File: src/rtl/gate_bist_driver_pkg.sv
// Shared types and constants for the gate BIST driver and its optional MISR.
package gate_bist_driver_pkg;

  typedef enum logic [1:0] {
    ST_IDLE   = 2'd0,
    ST_SETTLE = 2'd1,
    ST_CHECK  = 2'd2,
    ST_FINISH = 2'd3
  } state_t;

  localparam int          SIG_W     = 16;
  localparam logic [15:0] MISR_SEED = 16'hFFFF;
  // Feedback taps: bits 15, 13, 12, 10.
  localparam logic [15:0] MISR_TAPS = 16'hB400;

  // One MISR step: shift left, feed back the tap parity, fold the response into bit 0.
  function automatic logic [SIG_W-1:0] misr_step(logic [SIG_W-1:0] sig, logic din);
    return {sig[SIG_W-2:0], ^(sig & MISR_TAPS)} ^ {{(SIG_W-1){1'b0}}, din};
  endfunction

endpackage

File: src/rtl/gate_bist_driver_if.sv
// Host/gate-side bundle of the BIST driver. The signature port exists only
// when GATE_BIST_MISR_EN is defined.
interface gate_bist_driver_if #(
  parameter int N_IN  = 2,
  parameter int ERR_W = 8
) ();
  logic             start;
  logic [N_IN-1:0]  pat;
  logic             resp;
  logic             busy;
  logic             done;
  logic [ERR_W-1:0] err_cnt;
  logic             fail_valid;
  logic [N_IN-1:0]  first_fail;
  logic             pass;
`ifdef GATE_BIST_MISR_EN
  logic [15:0]      signature;
`endif

  // Host and gate model side.
  modport master (
    output start, resp,
    input  pat, busy, done, err_cnt, fail_valid, first_fail, pass
`ifdef GATE_BIST_MISR_EN
    , input signature
`endif
  );

  // The BIST driver itself.
  modport slave (
    input  start, resp,
    output pat, busy, done, err_cnt, fail_valid, first_fail, pass
`ifdef GATE_BIST_MISR_EN
    , output signature
`endif
  );
endinterface

File: src/rtl/gate_bist_misr.sv
// 16-bit multiple-input signature register compacting the gate responses.
// Only instantiated when GATE_BIST_MISR_EN is defined.
module gate_bist_misr
  import gate_bist_driver_pkg::*;
(
  input  logic             clk,
  input  logic             rst,
  input  logic             seed_ld,
  input  logic             shift_en,
  input  logic             din,
  output logic [SIG_W-1:0] sig
);

  // Seed on run start, fold one response per check cycle, hold otherwise.
  always_ff @(posedge clk) begin
    if (rst)           sig <= '0;
    else if (seed_ld)  sig <= MISR_SEED;
    else if (shift_en) sig <= misr_step(sig, din);
  end

endmodule

File: src/rtl/gate_bist_driver.sv
// Exhaustive-pattern BIST driver for a combinational AND gate under test.
// Walks every input pattern, waits SETTLE cycles, compares the response with
// the expected AND, and reports error count / first failure / pass to the host.
// Optional feature: define GATE_BIST_MISR_EN to add a 16-bit response signature.
module gate_bist_driver
  import gate_bist_driver_pkg::*;
#(
  parameter int N_IN   = 2,
  parameter int SETTLE = 1,
  parameter int ERR_W  = 8
) (
  input  logic               clk,
  input  logic               rst,
  gate_bist_driver_if.slave  bus
);

  localparam int              CNT_W    = $clog2(SETTLE + 1);
  localparam logic [CNT_W-1:0] CNT_LOAD = CNT_W'(SETTLE);
  localparam logic [N_IN-1:0]  PAT_LAST = '1;

  state_t           state, state_nxt;
  logic [CNT_W-1:0] wcnt;
  logic [N_IN-1:0]  pat_q;
  logic [ERR_W-1:0] err_q;
  logic             fv_q;
  logic [N_IN-1:0]  ff_q;
  logic             pass_q;
  logic             mismatch;
  logic             accept;

  assign accept   = (state == ST_IDLE) && bus.start;
  assign mismatch = bus.resp != (&pat_q);

  // State register.
  always_ff @(posedge clk) begin
    if (rst) state <= ST_IDLE;
    else     state <= state_nxt;
  end

  // Next-state logic.
  always_comb begin
    state_nxt = state;
    case (state)
      ST_IDLE:   if (bus.start) state_nxt = ST_SETTLE;
      ST_SETTLE: if (wcnt == CNT_W'(1)) state_nxt = ST_CHECK;
      ST_CHECK:  state_nxt = (pat_q == PAT_LAST) ? ST_FINISH : ST_SETTLE;
      ST_FINISH: state_nxt = ST_IDLE;
      default:   state_nxt = ST_IDLE;
    endcase
  end

  // Status outputs decoded from state.
  always_comb begin
    bus.busy = 1'b0;
    bus.done = 1'b0;
    case (state)
      ST_SETTLE, ST_CHECK: bus.busy = 1'b1;
      ST_FINISH:           bus.done = 1'b1;
      default:             ;
    endcase
  end

  // Pattern walk, settle counter and result accumulation.
  always_ff @(posedge clk) begin
    if (rst) begin
      pat_q  <= '0;
      wcnt   <= '0;
      err_q  <= '0;
      fv_q   <= 1'b0;
      ff_q   <= '0;
      pass_q <= 1'b0;
    end else begin
      case (state)
        ST_IDLE: if (bus.start) begin
          pat_q  <= '0;
          wcnt   <= CNT_LOAD;
          err_q  <= '0;
          fv_q   <= 1'b0;
          ff_q   <= '0;
          pass_q <= 1'b0;
        end
        ST_SETTLE: wcnt <= wcnt - CNT_W'(1);
        ST_CHECK: begin
          if (mismatch) begin
            if (err_q != '1) err_q <= err_q + ERR_W'(1);
            if (!fv_q) begin
              ff_q <= pat_q;
              fv_q <= 1'b1;
            end
          end
          // Last pattern goes straight to FINISH, so pat never wraps.
          if (pat_q != PAT_LAST) begin
            pat_q <= pat_q + N_IN'(1);
            wcnt  <= CNT_LOAD;
          end
        end
        ST_FINISH: pass_q <= !fv_q;
        default: ;
      endcase
    end
  end

  assign bus.pat        = pat_q;
  assign bus.err_cnt    = err_q;
  assign bus.fail_valid = fv_q;
  assign bus.first_fail = ff_q;
  assign bus.pass       = pass_q;

`ifdef GATE_BIST_MISR_EN
  logic [SIG_W-1:0] sig;

  gate_bist_misr u_misr (
    .clk      (clk),
    .rst      (rst),
    .seed_ld  (accept),
    .shift_en (state == ST_CHECK),
    .din      (bus.resp),
    .sig      (sig)
  );

  assign bus.signature = sig;
`else
  // accept only feeds the signature seed.
  logic unused_accept;
  assign unused_accept = accept;
`endif

endmodule

File: src/flat_wrapper.sv
// flat-port wrapper written by rule: the top's interface ports become plain ports
module gate_bist_driver_flat import gate_bist_driver_pkg::*;
#(
  parameter int N_IN   = 2,
  parameter int SETTLE = 1,
  parameter int ERR_W  = 8
)
  (clk, rst, bus_start, bus_resp, bus_pat, bus_busy, bus_done, bus_err_cnt, bus_fail_valid, bus_first_fail, bus_pass);
  gate_bist_driver_if #(.N_IN(N_IN), .ERR_W(ERR_W)) bus_i ();
  input  logic clk;
  input  logic rst;
  input wire logic [$bits(bus_i.start)-1:0] bus_start;
  input wire logic [$bits(bus_i.resp)-1:0] bus_resp;
  output wire logic [$bits(bus_i.pat)-1:0] bus_pat;
  output wire logic [$bits(bus_i.busy)-1:0] bus_busy;
  output wire logic [$bits(bus_i.done)-1:0] bus_done;
  output wire logic [$bits(bus_i.err_cnt)-1:0] bus_err_cnt;
  output wire logic [$bits(bus_i.fail_valid)-1:0] bus_fail_valid;
  output wire logic [$bits(bus_i.first_fail)-1:0] bus_first_fail;
  output wire logic [$bits(bus_i.pass)-1:0] bus_pass;
  assign bus_i.start = bus_start;
  assign bus_i.resp = bus_resp;
  assign bus_pat = bus_i.pat;
  assign bus_busy = bus_i.busy;
  assign bus_done = bus_i.done;
  assign bus_err_cnt = bus_i.err_cnt;
  assign bus_fail_valid = bus_i.fail_valid;
  assign bus_first_fail = bus_i.first_fail;
  assign bus_pass = bus_i.pass;
  gate_bist_driver #(.N_IN(N_IN), .SETTLE(SETTLE), .ERR_W(ERR_W)) u_core (.clk(clk), .rst(rst), .bus(bus_i));
endmodule
File: config.mk
export PLATFORM = sky130hd
export DESIGN_NAME = gate_bist_driver_flat
export DESIGN_NICKNAME = d
export VERILOG_FILES = /design/src/rtl/gate_bist_driver_pkg.sv /design/src/rtl/gate_bist_driver_if.sv /design/src/rtl/gate_bist_misr.sv /design/src/rtl/gate_bist_driver.sv /design/src/flat_wrapper.sv
export SDC_FILE = /design/constraint.sdc
export NUM_CORES = 1
export LEC_CHECK = 0
export CELL_PAD_IN_SITES_DETAIL_PLACEMENT = 0
export CELL_PAD_IN_SITES_GLOBAL_PLACEMENT = 1
export CORE_UTILIZATION = 41
export CTS_BUF_LIST = sky130_fd_sc_hd__clkbuf_8
export CTS_CLUSTER_SIZE = 12
export DETAILED_ROUTE_END_ITERATION = 7
export PLACE_DENSITY_LB_ADDON = 0.1
export SLEW_MARGIN = 10
export SYNTH_ARGS = -nofsm -noshare
export SYNTH_HDL_FRONTEND = slang
export SYNTH_SLANG_ARGS = --single-unit
File: constraint.sdc
create_clock -name clk -period 2.96 [get_ports clk]
set_input_delay 0.296 -clock clk [delete_from_list [all_inputs] [get_ports clk]]
set_output_delay 0.296 -clock clk [all_outputs]
set_load 0.02 [all_outputs]
After elaboration in Yosys (flattened, before gate mapping)
Index checks and enable logic that the tools add are counted.
{"block": "totals", "regBits": 17, "input_bits": 4, "word_cells": 60}
{"block": "classes", "addsub": 3, "n_eq_ne": 13, "n_mux": 23, "n_reduce_logical": 14}
{"op": "8-bit two-way mux", "n": 3}
{"op": "8-bit one-hot mux with 2 select lines", "n": 1}
{"op": "2-bit two-way mux", "n": 7}
{"op": "3-bit AND reduction", "n": 3}
{"op": "8-bit by 1-bit adder with 8-bit output, second input constant", "n": 1}
{"op": "2-bit by 1-bit inequality test with 1-bit output, second input constant", "n": 4}
{"op": "8-bit inequality test, second input constant", "n": 1}
{"op": "2-bit one-hot mux with 2 select lines", "n": 2}
{"op": "2-bit one-hot mux with 4 select lines", "n": 1}
{"op": "4-bit AND reduction", "n": 2}
{"op": "2-bit == test, second input constant", "n": 3}
{"op": "1-bit two-way mux", "n": 6}
{"op": "2-bit inequality test, second input constant", "n": 3}
{"op": "2-bit AND reduction", "n": 3}
{"op": "1-bit one-hot mux with 2 select lines", "n": 2}
{"op": "2-bit nonzero test", "n": 2}
{"op": "1-bit one-hot mux with 3 select lines", "n": 1}
{"op": "3-bit nonzero test", "n": 1}
{"op": "2-bit by 1-bit adder with 2-bit output, second input constant", "n": 1}
{"op": "2-bit by 1-bit == test with 1-bit output, second input constant", "n": 1}
{"op": "2-bit logical NOT", "n": 1}
{"op": "2-bit OR reduction", "n": 1}
{"op": "1-bit logical NOT", "n": 1}
{"op": "1-bit inequality test", "n": 1}
{"op": "1-bit subtractor, second input constant", "n": 1}

Depth between registers and ports, before layout
{"block": "logic_depth", "depth_word": 4, "ltp_mapped": 7}

Least setup slack after synthesis
Ideal clock, no wire load.
{"block": "synth_timing", "path_kind": "register -> register", "startpoint": "reg u_core.pat_q[0], in the netlist u_core.bus.pat[0]", "endpoint": "reg u_core.err_q[1], in the netlist u_core.bus.err_cnt[1]", "setup_ps": 67, "arrival_ps": 1716, "t_required_ps": 2893, "slack_ps": 1177, "path_stages_with_launch": 6, "path_buffers": 0, "period_less_slack_ps": 1783, "cell_sequence": "dfxtp_1 > ha_1 > xnor2_1 > a221o_1 > or2_1 > a21oi_2"}
{"block": "synth_between", "elab_chain_cells": 4}
{"element": "start: declaration", "line": "gate_bist_driver.sv:23", "rtl": "logic [N_IN-1:0] pat_q;"}
{"element": "start signal: assignment", "line": "gate_bist_driver.sv:93", "rtl": "pat_q <= pat_q + N_IN'(1);"}
{"element": "2-bit AND reduction", "line": "gate_bist_driver.sv:32", "rtl": "assign mismatch = bus.resp != (&pat_q);"}
{"element": "1-bit inequality test", "line": "gate_bist_driver.sv:32"}
{"element": "2-bit by 1-bit inequality test with 1-bit output (no source line)"}
{"element": "4-bit AND reduction (no source line)"}
{"element": "end signal: assignment", "line": "gate_bist_driver.sv:85", "rtl": "if (err_q != '1) err_q <= err_q + ERR_W'(1);"}
{"element": "end: declaration", "line": "gate_bist_driver.sv:24", "rtl": "logic [ERR_W-1:0] err_q;"}
No other way between the ends.
A chain may end at the register's enable or synchronous reset.

Worst setup path after layout
{"block": "layout_timing", "startpoint": "reg u_core.state[0]", "endpoint": "reg u_core.err_q[7], in the netlist u_core.bus.err_cnt[7]"}
{"block": "layout_between", "elab_chain_cells": 3, "elab_cells_between_ends": 8, "cone_classes": "eq/ne: 4; mux: 1; reduce/logical: 3"}
{"element": "start: declaration", "line": "gate_bist_driver.sv:21", "rtl": "state_t state, state_nxt;"}
{"element": "start signal: assignment", "line": "gate_bist_driver.sv:37", "rtl": "else state <= state_nxt;"}
{"element": "2-bit == test or 2-bit logical NOT (tied branches)", "line": "gate_bist_driver.sv:73", "rtl": "case (state)"}
{"element": "2-bit by 1-bit inequality test with 1-bit output (no source line), or another cell as far along"}
{"element": "4-bit AND reduction (no source line)"}
Several ways; a longest one is shown, not always the timed one.

==> results.md <==
- Largest net degree at the start of global routing: 20
- Dpl hpwl: ~1500 um
- Vias in the first global route: approximately 800
- Root buffer cell: clkbuf_8
- Part of the cycle the worst path needs: 0.777
- Final core utilization: 0.585
- PortBufs: 19
- WL/cell: 13.8 um
- Sequential area share after synthesis: 0.365
- CP max-delay cell: ha_1
- CTS Buffer Depth: 2
- Top cell type's share of synthesized area: 0.365
- Startpoint Class: register
- Drc violations: 0
- Die W: just under 50 um
- Layout cells sized above 1: 0.0625
- Hold_buf cts: 0
- Worst path depth: 6
- Post-Route Setup TNS: 0 ns
- Critical path fanouts, max: 19
- H-tree Lvls: 1
- DRT iter0 DRCs: 18
- Worst hold slack: approximately 0.48 ns
- Clk sink count: 17
- GRT Residual Overflow: 0
- Post-CTS Repair Setup Buffers: 0
- Worst-Margin Slew: between 0.6 and 0.7 ns
- Post_cts resized: 0
- Total CTS buffers: 3
- Post-synth EDFFs: 0
- Synth-to-layout area growth: 27.9%
- F_max: about 430 MHz
- Syn_area_per_cell: between 8 and 9 um^2
- Clock Pin Slew Worst Setup and Hold Paths: 0.06 ns
- ANT cells: 0
- Fin nets: around 140
- GRT Overall Usage: 0.187
- Setup violations, final: 0
- Pins over their slew limit: 0
- Flip-flop and latch count after synthesis: 17
- PwrDens: between 600 and 700 mW/mm^2
- Layout Skew: around 0.0027 ns
- Min cycle time layout: ~2.3 ns
- Largest cells by area after synthesis: dfxtp_1 36%, ha_1 8.0%, a21oi_1 3.8%
- Die height: 49.7 um
- Vias/cell: about 5.6
- Worst endpoint data arrival time: 2.44 ns
- Row count: 16
- Num ports: 20
- Number of hold violations in the final report: 0
- Worst Setup Path Type: reg2reg
- Post-synth top flop: dfxtp_1
- Leakage: roughly 0.4 nW
- Post-synth top area cell: dfxtp_1
- Antenna-violating nets left: 0
- Kind of end point of the critical path: register
- Maximum vdd drop: about 0.42 mV
- Buf/Inv on CP: 1
- Die ar.: ~0.0025 mm^2
- Via count: approximately 870
- Hold Path Class: reg2reg
- Post-Syn Area: approximately 930 um^2
- Ys async rst share: 0
- Status: complete, no violations
- Syn nets: 118
- Later-pin clock latency in the skew report: approximately 0.25 ns
- Post-synth top cells: 17 x dfxtp_1, 9 x nand2_1, 7 x a21oi_1, 7 x nor2_1, 6 x ha_1
- First-pass GRT wire length: roughly 3600 um
- Initial antenna violation count: 0
- Worst R2R Path Depth: 6
- Worst-path cell chain: inv_1 > ha_1 > mux2i_1 > a21oi_2 > a41oi_1 > a211oi_1
- CTS tree: done
- Post-Syn Instances: between 100 and 150
- Count of cell types in the netlist: 40
- Worst rel slew slack: 0.563
- Worst Path Required: 3.10 ns
- Max-cap viol count: 0
- Initial Util: 0.457
- Final WL: 2130 um
- Core outline area: 0.00204 mm^2
- Placer congestion estimate: between 0.7 and 0.8
- CP top delay family: compound AO/OA/AOI/OAI gates
- Filler cell count: 202
- RSZ-0062 raised after global routing: no
- Yosys synthesis warning count: 0
- CP max stage delay: around 0.58 ns
- TritonRoute pass-1 iters: 4
- Hold path cells: 1
- Most frequent cell after synthesis: dfxtp_1
==> path summary, 6_finish.rpt <==
kind	from	to	slack (ns)
worst min-delay path	u_core.bus.first_fail[1]	u_core.bus.first_fail[1]	0.48
worst max register to register	u_core.state[0]	u_core.bus.err_cnt[7]	0.66
worst min register to register	u_core.bus.first_fail[1]	u_core.bus.first_fail[1]	0.48
worst max-delay path	u_core.state[0]	u_core.bus.err_cnt[7]	0.66
==> power by group <==
group / switching [W] / total [W] / internal, W
clock: 0.0000776 / 0.000169 / 0.0000919
combinational: 0.000167 / 0.000281 / 0.000114
sequential: 0.0000221 / 0.000271 / 0.000249
total: 0.000267 / 0.000722 / 0.000455
==> cell usage in the layout (no fill, tap or decap), types with 2 or more instances in the layout <==
cell             instances
nand2b_1                 5
a41oi_1                  2
dfxtp_1                 17
a22o_1                   2
nor2_1                   7
clkbuf_8                 3
and4_1                   2
clkdlybuf4s50_1         19
o21ai_0                  3
a21oi_1                  7
inv_1                    5
nand3b_1                 2
ha_1                     6
nand3_1                  4
o21ai_1                  2
nand2_1                  9
and2_1                   2
a21oi_2                  2
a211oi_1                 4
o32ai_1                  2
mux2i_1                  2
a22oi_1                  2
nor3_1                   2
==> metrics by stage <==
step	area (um^2)	total power, W	std cells	worst slack (ns)
2_1_floorplan	933	0.000480	108	1.18
3_3_place_gp	1150	0.000547	151	0.898
3_5_place_dp	1150	0.000556	151	0.696
4_1_cts	1190	0.000727	155	0.692
5_1_grt	1190	0.000770	155	0.471
6_report	1190	0.000722	155	0.660
==> sequential cells by signal, summed over array words and instances, names as in the netlist <==
| signal | flops |
|---|---|
| u_core.bus.err_cnt | 8 |
| u_core.bus.pat | 2 |
| u_core.bus.fail_valid | 1 |
| u_core.wcnt | 1 |
| u_core.bus.first_fail | 2 |
| u_core.bus.pass | 1 |
| u_core.state | 2 |
==> kinds of logic after synthesis <==
| kind of cell | share of synthesized area |
|---|---|
| XOR/XNOR | 0.00939 |
| AO/OA/AOI/OAI | 0.261 |
| multiplexers | 0.0214 |
| adder cells (fa/ha/maj) | 0.0804 |
| buffers and inverters | 0.0335 |
| AND/OR/NAND/NOR | 0.229 |
| flip-flops | 0.365 |
==> area by class of cell <==
class	instances	area, um^2	area share
Multi-Input combinational cell	83	562	0.471
Inverter	4	15.0	0.0126
Sequential cell	17	340	0.285
Clock inverter	1	3.75	0.00314
Timing Repair Buffer	20	198	0.166
Clock buffer	3	41.3	0.0346
Tap cell	27	33.8	0.0283
==> per-layer routing <==
layer	global-route usage	up-vias	wire length, um
li1	-	442	-
met1	0.248	399	1070
met2	0.309	25	986
met3	0.0309	0	78
met4	0.0571	0	0
met5	0	-	0
Note: power is estimated with default switching activity, not from simulation.
